[src/rtl/wb_reg_file_2r1w_if.sv]
// Bus bundle for the 2-read/1-write register file: two read ports and one write port,
// each with its own strobe/ack/stall handshake.
interface wb_reg_file_2r1w_if #(
  parameter int unsigned DATA_W = 32,
  parameter int unsigned ADDR_W = 5
);
  // Read port A
  logic              ra_stb;
  logic [ADDR_W-1:0] ra_addr;
  logic [DATA_W-1:0] ra_data;
  logic              ra_ack;
  logic              ra_stall;
  // Read port B
  logic              rb_stb;
  logic [ADDR_W-1:0] rb_addr;
  logic [DATA_W-1:0] rb_data;
  logic              rb_ack;
  logic              rb_stall;
  // Write port
  logic              w_stb;
  logic [ADDR_W-1:0] w_addr;
  logic [DATA_W-1:0] w_data;
  logic              w_ack;
  logic              w_stall;

  modport master (
    output ra_stb, ra_addr, rb_stb, rb_addr, w_stb, w_addr, w_data,
    input  ra_data, ra_ack, ra_stall, rb_data, rb_ack, rb_stall, w_ack, w_stall
  );

  modport slave (
    input  ra_stb, ra_addr, rb_stb, rb_addr, w_stb, w_addr, w_data,
    output ra_data, ra_ack, ra_stall, rb_data, rb_ack, rb_stall, w_ack, w_stall
  );
endinterface

[src/rtl/wb_reg_file_2r1w.sv]
// Register file with two read ports and one write port, one-cycle latency on each.
// After reset a hardware sweep zeroes every entry; ports stall until it completes.
// Optional macro REGFILE_BYPASS_EN: same-cycle write-to-read forwarding on both read ports.
module wb_reg_file_2r1w #(
  parameter int unsigned DATA_W    = 32,
  parameter int unsigned ADDR_W    = 5,
  parameter bit          ZERO_REG0 = 1'b1
) (
  input  logic                 i_clk,
  input  logic                 i_reset,
  wb_reg_file_2r1w_if.slave    rf_bus,
  output logic                 o_busy
);

  localparam int unsigned Depth = 2 ** ADDR_W;

  typedef enum logic {StClear, StRun} state_e;

  state_e            state_q, state_d;
  logic [ADDR_W-1:0] cnt_q, cnt_d;

  logic [DATA_W-1:0] mem_q [Depth];

  logic              ra_ack_q, rb_ack_q, w_ack_q;
  logic [DATA_W-1:0] ra_data_q, ra_data_d, rb_data_q, rb_data_d;

  logic              run, ra_acc, rb_acc, w_acc, w_zero;
  logic              ra_zero, rb_zero, ra_fwd, rb_fwd;
  logic              mem_we;
  logic [ADDR_W-1:0] mem_waddr;
  logic [DATA_W-1:0] mem_wdata;

  assign run    = (state_q == StRun);
  assign ra_acc = rf_bus.ra_stb && run;
  assign rb_acc = rf_bus.rb_stb && run;
  assign w_acc  = rf_bus.w_stb && run;

  assign w_zero  = ZERO_REG0 && (rf_bus.w_addr == '0);
  assign ra_zero = ZERO_REG0 && (rf_bus.ra_addr == '0);
  assign rb_zero = ZERO_REG0 && (rf_bus.rb_addr == '0);

`ifdef REGFILE_BYPASS_EN
  assign ra_fwd = w_acc && (rf_bus.w_addr == rf_bus.ra_addr);
  assign rb_fwd = w_acc && (rf_bus.w_addr == rf_bus.rb_addr);
`else
  assign ra_fwd = 1'b0;
  assign rb_fwd = 1'b0;
`endif

  // Sweep sequencing: one entry per cycle, leave the clear state after the last index.
  always_comb begin
    state_d = state_q;
    cnt_d   = cnt_q;
    if (state_q == StClear) begin
      cnt_d = cnt_q + 1'b1;
      if (&cnt_q) begin
        state_d = StRun;
      end
    end
  end

  // Single array write port shared by the sweep and the write port; reset blocks both.
  always_comb begin
    mem_we    = 1'b0;
    mem_waddr = rf_bus.w_addr;
    mem_wdata = rf_bus.w_data;
    if (!i_reset) begin
      if (state_q == StClear) begin
        mem_we    = 1'b1;
        mem_waddr = cnt_q;
        mem_wdata = '0;
      end else if (w_acc && !w_zero) begin
        mem_we = 1'b1;
      end
    end
  end

  // Read data next-state: zero register first, then forwarding, then stored value.
  always_comb begin
    ra_data_d = ra_data_q;
    rb_data_d = rb_data_q;
    if (ra_acc) begin
      if (ra_zero)     ra_data_d = '0;
      else if (ra_fwd) ra_data_d = rf_bus.w_data;
      else             ra_data_d = mem_q[rf_bus.ra_addr];
    end
    if (rb_acc) begin
      if (rb_zero)     rb_data_d = '0;
      else if (rb_fwd) rb_data_d = rf_bus.w_data;
      else             rb_data_d = mem_q[rf_bus.rb_addr];
    end
  end

  // Control and output registers with synchronous reset.
  always_ff @(posedge i_clk) begin
    if (i_reset) begin
      state_q   <= StClear;
      cnt_q     <= '0;
      ra_ack_q  <= 1'b0;
      rb_ack_q  <= 1'b0;
      w_ack_q   <= 1'b0;
      ra_data_q <= '0;
      rb_data_q <= '0;
    end else begin
      state_q   <= state_d;
      cnt_q     <= cnt_d;
      ra_ack_q  <= ra_acc;
      rb_ack_q  <= rb_acc;
      w_ack_q   <= w_acc;
      ra_data_q <= ra_data_d;
      rb_data_q <= rb_data_d;
    end
  end

  // Storage array, no reset: the sweep clears it.
  always_ff @(posedge i_clk) begin
    if (mem_we) begin
      mem_q[mem_waddr] <= mem_wdata;
    end
  end

  assign rf_bus.ra_data  = ra_data_q;
  assign rf_bus.rb_data  = rb_data_q;
  assign rf_bus.ra_ack   = ra_ack_q;
  assign rf_bus.rb_ack   = rb_ack_q;
  assign rf_bus.w_ack    = w_ack_q;
  assign rf_bus.ra_stall = !run;
  assign rf_bus.rb_stall = !run;
  assign rf_bus.w_stall  = !run;
  assign o_busy          = !run;

endmodule

[src/flat_wrapper.sv]
// flat-port wrapper written by rule: the top's interface ports become plain ports
module wb_reg_file_2r1w_flat 
#(
  parameter int unsigned DATA_W    = 32,
  parameter int unsigned ADDR_W    = 5,
  parameter bit          ZERO_REG0 = 1'b1
)
  (i_clk, i_reset, o_busy, rf_bus_ra_stb, rf_bus_ra_addr, rf_bus_rb_stb, rf_bus_rb_addr, rf_bus_w_stb, rf_bus_w_addr, rf_bus_w_data, rf_bus_ra_data, rf_bus_ra_ack, rf_bus_ra_stall, rf_bus_rb_data, rf_bus_rb_ack, rf_bus_rb_stall, rf_bus_w_ack, rf_bus_w_stall);
  wb_reg_file_2r1w_if #(.DATA_W(DATA_W), .ADDR_W(ADDR_W)) rf_bus_i ();
  input  logic i_clk;
  input  logic i_reset;
  output logic o_busy;
  input wire logic [$bits(rf_bus_i.ra_stb)-1:0] rf_bus_ra_stb;
  input wire logic [$bits(rf_bus_i.ra_addr)-1:0] rf_bus_ra_addr;
  input wire logic [$bits(rf_bus_i.rb_stb)-1:0] rf_bus_rb_stb;
  input wire logic [$bits(rf_bus_i.rb_addr)-1:0] rf_bus_rb_addr;
  input wire logic [$bits(rf_bus_i.w_stb)-1:0] rf_bus_w_stb;
  input wire logic [$bits(rf_bus_i.w_addr)-1:0] rf_bus_w_addr;
  input wire logic [$bits(rf_bus_i.w_data)-1:0] rf_bus_w_data;
  output wire logic [$bits(rf_bus_i.ra_data)-1:0] rf_bus_ra_data;
  output wire logic [$bits(rf_bus_i.ra_ack)-1:0] rf_bus_ra_ack;
  output wire logic [$bits(rf_bus_i.ra_stall)-1:0] rf_bus_ra_stall;
  output wire logic [$bits(rf_bus_i.rb_data)-1:0] rf_bus_rb_data;
  output wire logic [$bits(rf_bus_i.rb_ack)-1:0] rf_bus_rb_ack;
  output wire logic [$bits(rf_bus_i.rb_stall)-1:0] rf_bus_rb_stall;
  output wire logic [$bits(rf_bus_i.w_ack)-1:0] rf_bus_w_ack;
  output wire logic [$bits(rf_bus_i.w_stall)-1:0] rf_bus_w_stall;
  assign rf_bus_i.ra_stb = rf_bus_ra_stb;
  assign rf_bus_i.ra_addr = rf_bus_ra_addr;
  assign rf_bus_i.rb_stb = rf_bus_rb_stb;
  assign rf_bus_i.rb_addr = rf_bus_rb_addr;
  assign rf_bus_i.w_stb = rf_bus_w_stb;
  assign rf_bus_i.w_addr = rf_bus_w_addr;
  assign rf_bus_i.w_data = rf_bus_w_data;
  assign rf_bus_ra_data = rf_bus_i.ra_data;
  assign rf_bus_ra_ack = rf_bus_i.ra_ack;
  assign rf_bus_ra_stall = rf_bus_i.ra_stall;
  assign rf_bus_rb_data = rf_bus_i.rb_data;
  assign rf_bus_rb_ack = rf_bus_i.rb_ack;
  assign rf_bus_rb_stall = rf_bus_i.rb_stall;
  assign rf_bus_w_ack = rf_bus_i.w_ack;
  assign rf_bus_w_stall = rf_bus_i.w_stall;
  wb_reg_file_2r1w #(.DATA_W(DATA_W), .ADDR_W(ADDR_W), .ZERO_REG0(ZERO_REG0)) u_core (.i_clk(i_clk), .i_reset(i_reset), .rf_bus(rf_bus_i), .o_busy(o_busy));
endmodule
[config.mk]
export PLATFORM = sky130hd
export DESIGN_NAME = wb_reg_file_2r1w_flat
export DESIGN_NICKNAME = d
export VERILOG_FILES = /design/src/rtl/wb_reg_file_2r1w_if.sv /design/src/rtl/wb_reg_file_2r1w.sv /design/src/flat_wrapper.sv
export SDC_FILE = /design/constraint.sdc
export NUM_CORES = 1
export LEC_CHECK = 0
export CORE_MARGIN = 4
export CORE_UTILIZATION = 55
export DETAILED_ROUTE_END_ITERATION = 7
export DONT_BUFFER_PORTS = 1
export PLACE_DENSITY = 0.74
export SLEW_MARGIN = 10
export SYNTH_ARGS = -nofsm -noshare
export SYNTH_HDL_FRONTEND = slang
export SYNTH_SLANG_ARGS = --single-unit
export TNS_END_PERCENT = 20
[constraint.sdc]
create_clock -name i_clk -period 3.56 [get_ports i_clk]
set_clock_uncertainty 0.05 [all_clocks]
set_input_delay 0.178 -clock i_clk [delete_from_list [all_inputs] [get_ports i_clk]]
set_output_delay 0.178 -clock i_clk [all_outputs]
set_load 0.02 [all_outputs]
==> impl_metrics.json <==
{
  "critPathKind": "flop to flop",
  "p_leak_nw": 18.68,
  "setup_tns_ns": 0,
  "port_buffers": 0,
  "grt_overflow": 0,
  "vias_per_cell": 7.499,
  "crit_family": "buffers and inverters",
  "cp_common_cell": "dlygate4sd3_1",
  "die_area_um2": 96250,
  "crit_fanout": 2,
  "drive_gt1_share_pct": 27.04,
  "vias": 30560,
  "synth_warnings": 0,
  "outcome": "finished with violations",
  "rr_endpoint": "u_core.rf_bus.rb_data[2]",
  "clk_pin_slew_worst_paths_ns": 0.06,
  "p_per_area_nw_per_um2": 494.6,
  "first_pass_iters": 6,
  "dp.final_hpwl_um": 85200,
  "worst_pin_slew_ns": 1.207,
  "antenna_found_initial": 13,
  "grt_max_degree": 248,
  "finalCriticalPeriod_ns": 3.163,
  "place_congestion": 0.8657,
  "htreeDepth": 3,
  "cts_sinks": 1097,
  "slowest_stage": "dlygate4sd3_1",
  "core_um2": 90290,
  "cts_inserted_buffers": 110,
  "violations": "hold timing",
  "maxCapViolations": 0,
  "wirelength_um": 155400,
  "postCtsSetupRepairBufs": 0,
  "dp.cells": 3805,
  "required_ns": 4.07,
  "finalSetupViolations": 0,
  "hold_violations": 1,
  "synth_top_area_share_pct": 61.20,
  "die_w_um": 310.2,
  "synth-async-reset-ratio_pct": 0,
  "syn_to_final_growth_pct": 12.16,
  "ys_ff_latch": 1097,
  "slew_violations": 0,
  "root_buffer": "clkbuf_16",
  "synth_edf_count": 1024,
  "worstPathArrival_ns": 3.67,
  "holdPathEnd": "u_core.rf_bus.rb_data[7]",
  "synthCells": 2755,
  "cts_tree": "built",
  "grt_usage_pct": 32.51,
  "worstHoldStart": "rf_bus_rb_addr[2]",
  "slew_headroom_pct": 19.52,
  "synth_nets": 2809,
  "fin_nets": 2843,
  "fmax_mhz": 316.2,
  "fin_crit_sh_pct": 88.85,
  "synth_area_leaders": "edfxtp_1 61%, mux4_2 17%, mux2i_1 6.9%, dfxtp_1 2.9%, a22o_1 1.1%",
  "power_mw": 27.87,
  "rsz0062_at_grt": "false",
  "die_y_um": 310.2,
  "holdWs_ns": -0.003584,
  "drt_iter0_markers": 4705,
  "drc": 0,
  "ant_nets": 0,
  "cts_buffer_depth": 3,
  "hold_class": "primary input to flop",
  "place_worst_setup_slack_ns": 0.5787,
  "cpPeakStageDelay_ns": 0.59,
  "start_util_pct": 55.65,
  "finalNonFillerCells": 4075,
  "std_cell_rows": 110,
  "end_kind": "flop",
  "ios": 123,
  "path_cells": "mux4_2 -> mux2i_1 -> dlygate4sd3_1 -> nand2_1 -> dlygate4sd3_1 -> a31o_1 -> dlygate4sd3_1",
  "worstHoldPathCells": 4,
  "yosysTopAreaCell": "edfxtp_1",
  "vdd_drop_max_mv": 0.4127,
  "netlist_area_um2": 50240,
  "netlist-cell-type-count": 46,
  "synth_most_common_cell": "edfxtp_1",
  "synth.top_cells.by_count": "1,024 x edfxtp_1, 384 x mux4_2, 344 x mux2i_1",
  "grt_pass1_wl_um": 220900,
  "r2r_slack_ns": 0.40,
  "synth_ff_type": "edfxtp_1",
  "worst_slack_ns": 0.3971,
  "avgRoutedWirePerCell_um": 38.13,
  "r2r-start": "u_core.mem_q[29][2]",
  "critPathBufInv": 3,
  "reg2reg_depth": 7,
  "synth-seq-area-share_pct": 64.11,
  "start_kind": "flop",
  "clock_latency_ns": 0.70,
  "grt_pass1_vias": 31090,
  "avgSynthCellArea_um2": 18.24
}
[per-stage QoR]
step                cell area, um2  util [%]
detailed placement           52050     57.65
CTS                          56310     62.37
finish                       56350     62.42
global placement             52050     57.65
global route                 56340     62.40
floorplan                    50240         -
[how the worst max path moves through the flow]
stage	cells after the start	slack [ns]	endpoint	start
after floorplan	6	0.27	u_core.mem_q[17][0]	u_core.run
after global placement	5	0.66	u_core.mem_q[3][24]	u_core.run
after detailed placement	6	0.58	u_core.mem_q[21][21]	u_core.run
after CTS	7	0.43	u_core.rf_bus.rb_data[2]	u_core.mem_q[31][2]
after global routing	7	0.31	u_core.rf_bus.rb_data[2]	u_core.mem_q[31][2]
final	7	0.40	u_core.rf_bus.rb_data[2]	u_core.mem_q[29][2]
[layout make-up]
| cell class | count | area, um2 |
|---|---|---|
| multi-input combinational | 1421 | 17320 |
| timing repair buffer | 155 | 1617 |
| clock buffer | 148 | 3040 |
| tap | 1176 | 1471 |
| clock inverter | 60 | 640.6 |
| fill | 6143 | 33930 |
| antenna | 14 | 35.03 |
| sequential | 1097 | 32210 |
| inverter | 4 | 15.01 |
[tightest hold or removal path: cells and delay by family]
| kind | cells | cell delay, ns |
|---|---|---|
| compound gates | 2 | 0.21 |
| mux | 1 | 0.19 |
| simple gates | 1 | 0.11 |
[power by group]
part | switching, mW | internal [mW]
combinational | 0.963 | 0.806
clock | 4.92 | 6.92
sequential | 0.0519 | 14.2
[repair_timing]
action,in CTS,in global routing
hold buffers,47,1
resized for setup,0,0
hold endpoints to repair,436,3
[registers in the layout, summed over array words and instances (netlist names)]
register	count
u_core.rf_bus.rb_data	32
u_core.rf_bus.w_ack	1
u_core.rf_bus.ra_data	32
u_core.rf_bus.rb_ack	1
u_core.mem_q	1024
u_core.cnt_q	5
u_core.run	1
u_core.rf_bus.ra_ack	1
[cell families after synthesis]
| kind of cell | after synthesis | share of synthesized area, % |
|---|---|---|
| multiplexers | 761 | 24.81 |
| AND/OR/NAND/NOR | 280 | 2.886 |
| flip-flops | 1097 | 64.11 |
| XOR/XNOR | 3 | 0.05230 |
| AO/OA/AOI/OAI | 375 | 5.827 |
| adder cells (fa/ha/maj) | 2 | 0.04980 |
| buffers and inverters | 237 | 2.271 |
[per-layer routing]
metal | up-vias | part of all wire [%] | GRT usage (%)
met5 | - | 0 | 0
met4 | 0 | 4.9 | 14.18
met3 | 515 | 14 | 10.58
met2 | 2500 | 46 | 49.60
met1 | 15820 | 36 | 43.52
li1 | 11730 | - | -
[cells in the final DEF (no fill, tap or decap), types with 23 or more instances in the layout]
master and count:
edfxtp_1 1024, mux4_2 384, a221oi_1 31, nand3_1 33, dlygate4sd3_1 41, buf_4 89, nand2_1 75, dfxtp_1 73
and3_1 33, o21ai_0 34, and2_1 23, a22oi_1 64, mux2_2 33, o211ai_1 32, a31o_1 32, a32oi_1 33
o311ai_1 32, nor2_4 35, mux2i_1 344, a22o_1 64, clkbuf_1 28, clkbuf_16 114, nor2b_2 32
(Power assumes the default switching activity.)
